$ cat src/rtl/alu_cmd_sequencer.sv
// alu_cmd_sequencer
//   Initiator side of the ALU operand/opcode interface. It takes one command at a time
//   over a valid/ready channel and answers illegal opcodes directly with an error
//   response. Legal commands drive registered operands into the combinational ALU.
//   Those operands are held for SETTLE_CYC cycles, then alu_out is captured and
//   returned as a single response. The response channel honours backpressure.
//
// Ports
//   clk, rst_n            clock (rising edge) and asynchronous active-low reset
//   cmd_valid/cmd_ready   command handshake; cmd_ready is high only while idle
//   cmd_op, cmd_a, cmd_b  opcode and operands of the offered command
//   alu_op, alu_inA/inB   registered opcode and operands driven to the ALU
//   alu_out               combinational ALU result
//   rsp_valid/rsp_ready   response handshake
//   rsp_data, rsp_zero    captured result and its zero flag
//   rsp_err               response belongs to an illegal opcode
//   issued_cnt, err_cnt   saturating counts of issued and rejected commands
module alu_cmd_sequencer #(
  parameter int unsigned N          = 32,
  parameter int unsigned SETTLE_CYC = 1,
  parameter int unsigned CNT_W      = 16
) (
  input  logic             clk,
  input  logic             rst_n,
  input  logic             cmd_valid,
  output logic             cmd_ready,
  input  logic [3:0]       cmd_op,
  input  logic [N-1:0]     cmd_a,
  input  logic [N-1:0]     cmd_b,
  output logic [3:0]       alu_op,
  output logic [N-1:0]     alu_inA,
  output logic [N-1:0]     alu_inB,
  input  logic [N-1:0]     alu_out,
  output logic             rsp_valid,
  input  logic             rsp_ready,
  output logic [N-1:0]     rsp_data,
  output logic             rsp_zero,
  output logic             rsp_err,
  output logic [CNT_W-1:0] issued_cnt,
  output logic [CNT_W-1:0] err_cnt
);

  // Settle counter holds SETTLE_CYC down to 1.
  localparam int unsigned SettleW = $clog2(SETTLE_CYC + 1);
  localparam logic [SettleW-1:0] SettleLoad = SettleW'(SETTLE_CYC);
  localparam logic [SettleW-1:0] SettleOne  = SettleW'(1);
  localparam logic [CNT_W-1:0]   CntOne     = CNT_W'(1);
  localparam logic [CNT_W-1:0]   CntMax     = {CNT_W{1'b1}};

  typedef enum logic [1:0] {
    StIdle,
    StSettle,
    StResp
  } state_e;

  state_e               state_q;
  logic [SettleW-1:0]   settle_q;
  logic                 op_legal;

  always_comb begin
    op_legal = 1'b0;
    case (cmd_op)
      4'd0, 4'd1, 4'd2, 4'd6, 4'd7, 4'd12, 4'd13: op_legal = 1'b1;
      default:                                    op_legal = 1'b0;
    endcase
  end

  assign cmd_ready = (state_q == StIdle);

  always_ff @(posedge clk or negedge rst_n) begin
    if (!rst_n) begin
      state_q    <= StIdle;
      settle_q   <= '0;
      alu_op     <= '0;
      alu_inA    <= '0;
      alu_inB    <= '0;
      rsp_valid  <= 1'b0;
      rsp_data   <= '0;
      rsp_zero   <= 1'b0;
      rsp_err    <= 1'b0;
      issued_cnt <= '0;
      err_cnt    <= '0;
    end else begin
      unique case (state_q)
        StIdle: begin
          if (cmd_valid) begin
            if (op_legal) begin
              alu_op   <= cmd_op;
              alu_inA  <= cmd_a;
              alu_inB  <= cmd_b;
              settle_q <= SettleLoad;
              if (issued_cnt != CntMax) begin
                issued_cnt <= issued_cnt + CntOne;
              end
              state_q  <= StSettle;
            end else begin
              // Illegal opcode never reaches the ALU; answer straight away.
              rsp_err   <= 1'b1;
              rsp_data  <= '0;
              rsp_zero  <= 1'b0;
              rsp_valid <= 1'b1;
              if (err_cnt != CntMax) begin
                err_cnt <= err_cnt + CntOne;
              end
              state_q   <= StResp;
            end
          end
        end

        StSettle: begin
          settle_q <= settle_q - SettleOne;
          if (settle_q == SettleOne) begin
            rsp_data  <= alu_out;
            rsp_zero  <= (alu_out == '0);
            rsp_err   <= 1'b0;
            rsp_valid <= 1'b1;
            state_q   <= StResp;
          end
        end

        StResp: begin
          if (rsp_ready) begin
            rsp_valid <= 1'b0;
            state_q   <= StIdle;
          end
        end

        default: begin
          state_q <= StIdle;
        end
      endcase
    end
  end

  // Response payload must not move while the consumer stalls.
  property p_rsp_stable;
    @(posedge clk) disable iff (!rst_n)
      (rsp_valid && !rsp_ready) |=>
        (rsp_valid && $stable(rsp_data) && $stable(rsp_zero) && $stable(rsp_err));
  endproperty
  a_rsp_stable: assert property (p_rsp_stable);

  // ALU inputs only change on a legal accept.
  property p_alu_hold;
    @(posedge clk) disable iff (!rst_n)
      !(cmd_valid && cmd_ready && op_legal) |=>
        ($stable(alu_op) && $stable(alu_inA) && $stable(alu_inB));
  endproperty
  a_alu_hold: assert property (p_alu_hold);

  // Commands and responses never overlap.
  property p_no_overlap;
    @(posedge clk) disable iff (!rst_n)
      cmd_ready |-> !rsp_valid;
  endproperty
  a_no_overlap: assert property (p_no_overlap);

endmodule

$ cat config.mk
export PLATFORM = sky130hd
export DESIGN_NAME = alu_cmd_sequencer
export DESIGN_NICKNAME = d
export VERILOG_FILES = /design/src/rtl/alu_cmd_sequencer.sv
export SDC_FILE = /design/constraint.sdc
export NUM_CORES = 1
export LEC_CHECK = 0
export BUFFER_PORTS_ARGS = -buffer_cell sky130_fd_sc_hd__buf_2
export CORE_ASPECT_RATIO = 1.5
export CORE_MARGIN = 2
export CORE_UTILIZATION = 48
export CTS_CLUSTER_DIAMETER = 80
export DETAILED_ROUTE_END_ITERATION = 8
export GPL_TIMING_DRIVEN = 0
export PLACE_DENSITY_LB_ADDON = 0.1
export SETUP_SLACK_MARGIN = 0.5
export SYNTH_ARGS = -nofsm -noshare
export SYNTH_HDL_FRONTEND = slang
export SYNTH_SLANG_ARGS = --single-unit
$ cat constraint.sdc
create_clock -name clk -period 2.05 [get_ports clk]
set_input_delay 0.1025 -clock clk [delete_from_list [all_inputs] [get_ports clk]]
set_output_delay 0.1025 -clock clk [all_outputs]
set_load 0.005 [all_outputs]
Word-level counts from Yosys, hierarchy flattened. Cells that the tools add are included. Widths: inputs -> output; s select.

Bits in registers: 138. Output and inout bits: 136. Word-level logic and storage cells: 67.

Add/sub/neg operators: 3. Equality and inequality tests: 15. Muxes and demuxes: 24. Bitwise logic cells: 1. Reductions and logical operators: 13.

Operator list (number): $mux 32 (3); $pmux 32 s2 (1); $add 16x1->16 const B (2); $logic_not 32->1 (1); $ne 16x16->1 const B (2); $reduce_and 4->1 (3); $mux 1 (11); $reduce_and 3->1 (3); $eq 4x3->1 const B (2); $eq 4x4->1 const B (2); $mux 2 (4); $ne 2x2->1 const B (4); $reduce_or 7->1 (1); $pmux 1 s2 (3); $pmux 2 s3 (1); $reduce_and 5->1 (1); $eq 4x1->1 const B (1); $eq 4x2->1 const B (1); $logic_not 4->1 (1); $pmux 1 s3 (1); $reduce_bool 3->1 (1); $eq 2x1->1 const B (1); $eq 2x2->1 const B (1); $logic_not 2->1 (1); other kinds (4) (4).

Depth between registers and ports, before layout.
Word-level depth: 6. Gate-level depth with buffers: 8.

Worst setup path before layout. Ideal clock, no wire load.

Kind: reg-to-reg. Start: register state_q[1]. End: register alu_inA[18]. Library setup time: 0.117 ns. Data arrival time: 1.544 ns. Setup slack: 0.389 ns. Stages on the path, launching flop included: 9. Path buffers: 3. Period minus slack after synthesis: 1.661 ns. Path through: dfrtp_1 -> nor2_2 -> nand2_2 -> or3_1 -> buf_2 -> buf_6 -> buf_6 -> nand2_1 -> nand2_1.

Word-level cells in the longest chain between the ends: 2.

Ends and longest elaborated chain: from (decl) (line 56) `state_e state_q;`; from (signal assigned) (line 72) `state_q <= StIdle;`; from (signal assigned) (line 95) `state_q <= StSettle;`; from (signal assigned) (line 105) `state_q <= StResp;`; $logic_not 2->1; named net cmd_ready (line 26) `output logic cmd_ready,`; $reduce_and 3->1 (no source line); to (signal assigned) (line 89) `alu_inA <= cmd_a;`; to (decl) (line 31) `output logic [N-1:0] alu_inA,`.

The timed path passes the listed nets, and every way through them passes these cells. A chain may end at the register's enable or synchronous reset.

Worst setup path after layout.
Start: register state_q[0]. End: register alu_inA[1].

Word-level cells in the longest chain between the ends: 2.

Ends and longest elaborated chain: $logic_not 2->1 (line 84) `unique case (state_q)`; $reduce_and 3->1 (no source line).

No other way between the ends.

==> metrics.csv <==
stage,metric,value,unit
drt,vias,5926,
synth,synth_nets,640,
synth,synth-edff-count,0,
synth,avgSynthCellArea,10.49,µm²
worst_setup_path,critPathMaxFanout,8,
clock_tree,insertion_delay,420,ps
cells_and_area,register_area,0.003458,mm²
clock_tree,cts_max_level,4,
floorplan,die_area,0.01256,mm²
drt,wl,21430,µm
clock_tree,clockBufferDepth,2,
power_and_ir_drop,seqPwrFrac,36.9,%
floorplan,start_util,48.81,%
power_and_ir_drop,vdd_ir_drop_max,940.6,µV
hold_path,holdCritPathClass,in2reg,
power_and_ir_drop,p_clk_share,24.3,%
sta,fin_ws,287.3,ps
synth,syn_inst,534,
drt,ant_nets,0,
synth,synth_seq_cells,138,
sta,drv_slew,0,
sta,tightest_slew,558.2,ps
sta,slew_headroom,62.78,%
sta,period_share,85.99,%
sta,grt_setup_unrepaired,yes,
sta,setup_viol,0,
outcome,status,completed,
floorplan,ios,240,
floorplan,rows,48,
synth,ys_seq_area_share,61.68,%
drt,wl_per_cell,19.17,µm
power_and_ir_drop,comb_power_share,38.8,%
global_routing,grt_pass1_vias,5874,
synth,synth_ff_type,dfrtp_1,
cells_and_area,syn2layout_area_growth,78.26,%
power_and_ir_drop,p_per_area,1300,mW/mm²
sta,finalSetupTns,0,ps
cells_and_area,multi_input_area,0.002567,mm²
global_routing,grt_pass1_wl,28210,µm
placement,hpwl,11010,µm
placement,globalplace.congestion,0.8069,
worst_setup_path,worst-setup-path-type,reg2reg,
synth,yosysWarnings,0,
cells_and_area,finish.utilization,87.01,%
drt,dr.pass1.iters,4,
sta,max_freq,0.5673,GHz
clock_tree,cts_tree,done,
floorplan,core_area,0.01147,mm²
worst_setup_path,start_kind,register,
power_and_ir_drop,p_sw,4.577,mW
floorplan,die_w,92.19,µm
power_and_ir_drop,p_leak,5.187,nW
clock_tree,clk_root_buffer_cell,clkbuf_16,
cells_and_area,final_nets,1060,
placement,dp_slack,170.0,ps
sta,hold_viol,0,
clock_tree,cts.clk_slew.worst_paths,60,ps
worst_setup_path,critPathArrivalTime,2050,ps
clock_tree,clock-sinks,138,
drt,via_per_inst,5.301,
drt,drtIter0Drc,314,
global_routing,gr-total-overflow,0,
floorplan,die_h,136.3,µm
power_and_ir_drop,switching_share,35.28,%
synth,ys_async_sr_fraction,100.0,%
placement,portBuffers,239,
worst_setup_path,worstPathRequired,2340,ps
clock_tree,cts_buffers,17,
cells_and_area,fillCellCount,516,
global_routing,track_usage,28.73,%
global_routing,grt_max_degree,80,
synth,synth_area,0.005599,mm²
global_routing,antenna_found_initial,1,
flow_run,cap_violations,0,
cells_and_area,drive_gt1_share,49.43,%
drt,drc,0,
power_and_ir_drop,intPower,8.397,mW
synth,synth_cell_types,41,
sta,final.min_clock_period,1763,ps
sta,fin_skew,12.21,ps
worst_setup_path,crit_path_end_kind,register,
## worst paths after layout
kind	start	endpoint	slack, ps	cells after the start
worst min-delay path	cmd_op[3]	alu_op[3]	20	3
worst max-delay path	state_q[0]	alu_inA[1]	290	8
max in group asynchronous	rst_n	err_cnt[2]	1010	3
worst max register to register	state_q[0]	alu_inA[1]	290	8
min in group asynchronous	rst_n	err_cnt[10]	230	2
worst min register to register	alu_inA[29]	alu_inA[29]	470	2
## cell families (layout without fill, tap and decap cells)
logic type | Yosys count | count (layout) | share of synthesized area, %
XOR/XNOR | 31 | 31 | 4.849
flip-flops | 138 | 138 | 61.68
AO/OA/AOI/OAI | 44 | 45 | 6.816
AND/OR/NAND/NOR | 289 | 289 | 23.31
other | 0 | 1 | 0
multiplexers | 2 | 2 | 0.4022
buffers and inverters | 28 | 460 | 2.503
adder cells (fa/ha/maj) | 2 | 2 | 0.4469
## registers in the layout (all words and copies together) (netlist names), 2 cells and up
register	cells
alu_inA	32
alu_inB	32
alu_op	4
err_cnt	16
issued_cnt	16
rsp_data	32
state_q	2
## placed cells by master, fill, tap and decap left out, types with 8 or more instances in the layout
master         count
buf_2            239
dfrtp_1          134
nand2_1          131
dlygate4sd3_1    101
nand2_2           62
buf_4             34
a22o_1            32
clkbuf_16         22
xnor2_1           21
buf_6             20
nand4_1           20
nand2_4           19
buf_8              9
clkbuf_2           8
## layout make-up
type,count,area share (%)
repair buffers,400,29.13
clock inverters,13,1.705
flip-flops and latches,138,34.65
inverters,4,0.1504
clock buffers,19,4.337
plain buffers,24,2.394
well taps,150,1.880
diodes,1,0.02507
multi-input cells,369,25.72
## power groups by stage
stage	clock (mW)	combinational (mW)	sequential [mW]
2_1_floorplan	0	1.47	4.61
3_3_place_gp	0	3.21	4.50
3_5_place_dp	0	3.33	4.52
4_1_cts	3.14	3.96	4.50
5_1_grt	3.30	5.41	4.89
6_report	3.16	5.03	4.78
## Yosys cell counts (2+ instances only)
master / number / area (µm²)
clkbuf_1: 10 / 37.54
inv_1: 4 / 15.01
nand2_1: 211 / 792.0
ha_1: 2 / 25.02
buf_6: 2 / 22.52
nand2b_1: 2 / 12.51
and2_1: 4 / 25.02
a22o_1: 32 / 280.3
mux2_2: 2 / 22.52
o21ai_0: 5 / 25.02
xnor2_1: 24 / 210.2
nor2_1: 3 / 11.26
nand3_1: 11 / 55.05
dfrtp_1: 138 / 3453
xor2_1: 7 / 61.31
nand4b_1: 2 / 17.52
nor4_1: 12 / 75.07
nor3_1: 2 / 10.01
nor2_2: 2 / 12.51
nand4_1: 20 / 125.1
and4_1: 2 / 17.52
buf_2: 10 / 50.05
and3_1: 8 / 50.05
buf_4: 2 / 15.01
## timing repair
item	4_1_cts	5_1_grt
pin swaps	33	131
gates cloned	4	9
endpoints found under the setup margin	133	134
hold buffers	101	0
resized for setup	67	155
endpoints found under the hold margin	159	0
setup buffers	29	18
## stage by stage
step	instances	total power, mW	area (µm²)	hold WS, ps
6_report	1118	12.97	9981	23.12
5_1_grt	1118	13.61	9981	50.79
4_1_cts	1090	11.60	9116	20.45
3_5_place_dp	924	7.847	7022	108.9
3_3_place_gp	923	7.710	6988	292.7
2_1_floorplan	534	6.076	5604	-193.1
## critical path, stage by stage, from the launching register on
cell and delay (ps):
dfrtp_1 420, nor2_2 170, nand2_2 110, or3_4 380, buf_12 170, buf_4 140, buf_8 130, nand2_2 50
nand2_1 70
## layer usage
layer | global-route usage (%) | vias to the layer above | wire, µm
met5 | 0 | - | 0
met1 | 32.12 | 2869 | 7339
met2 | 50.82 | 327 | 11650
met4 | 14.43 | 0 | 1060
li1 | - | 2647 | -
met3 | 7.095 | 83 | 1384
(Power assumes the default switching activity.)
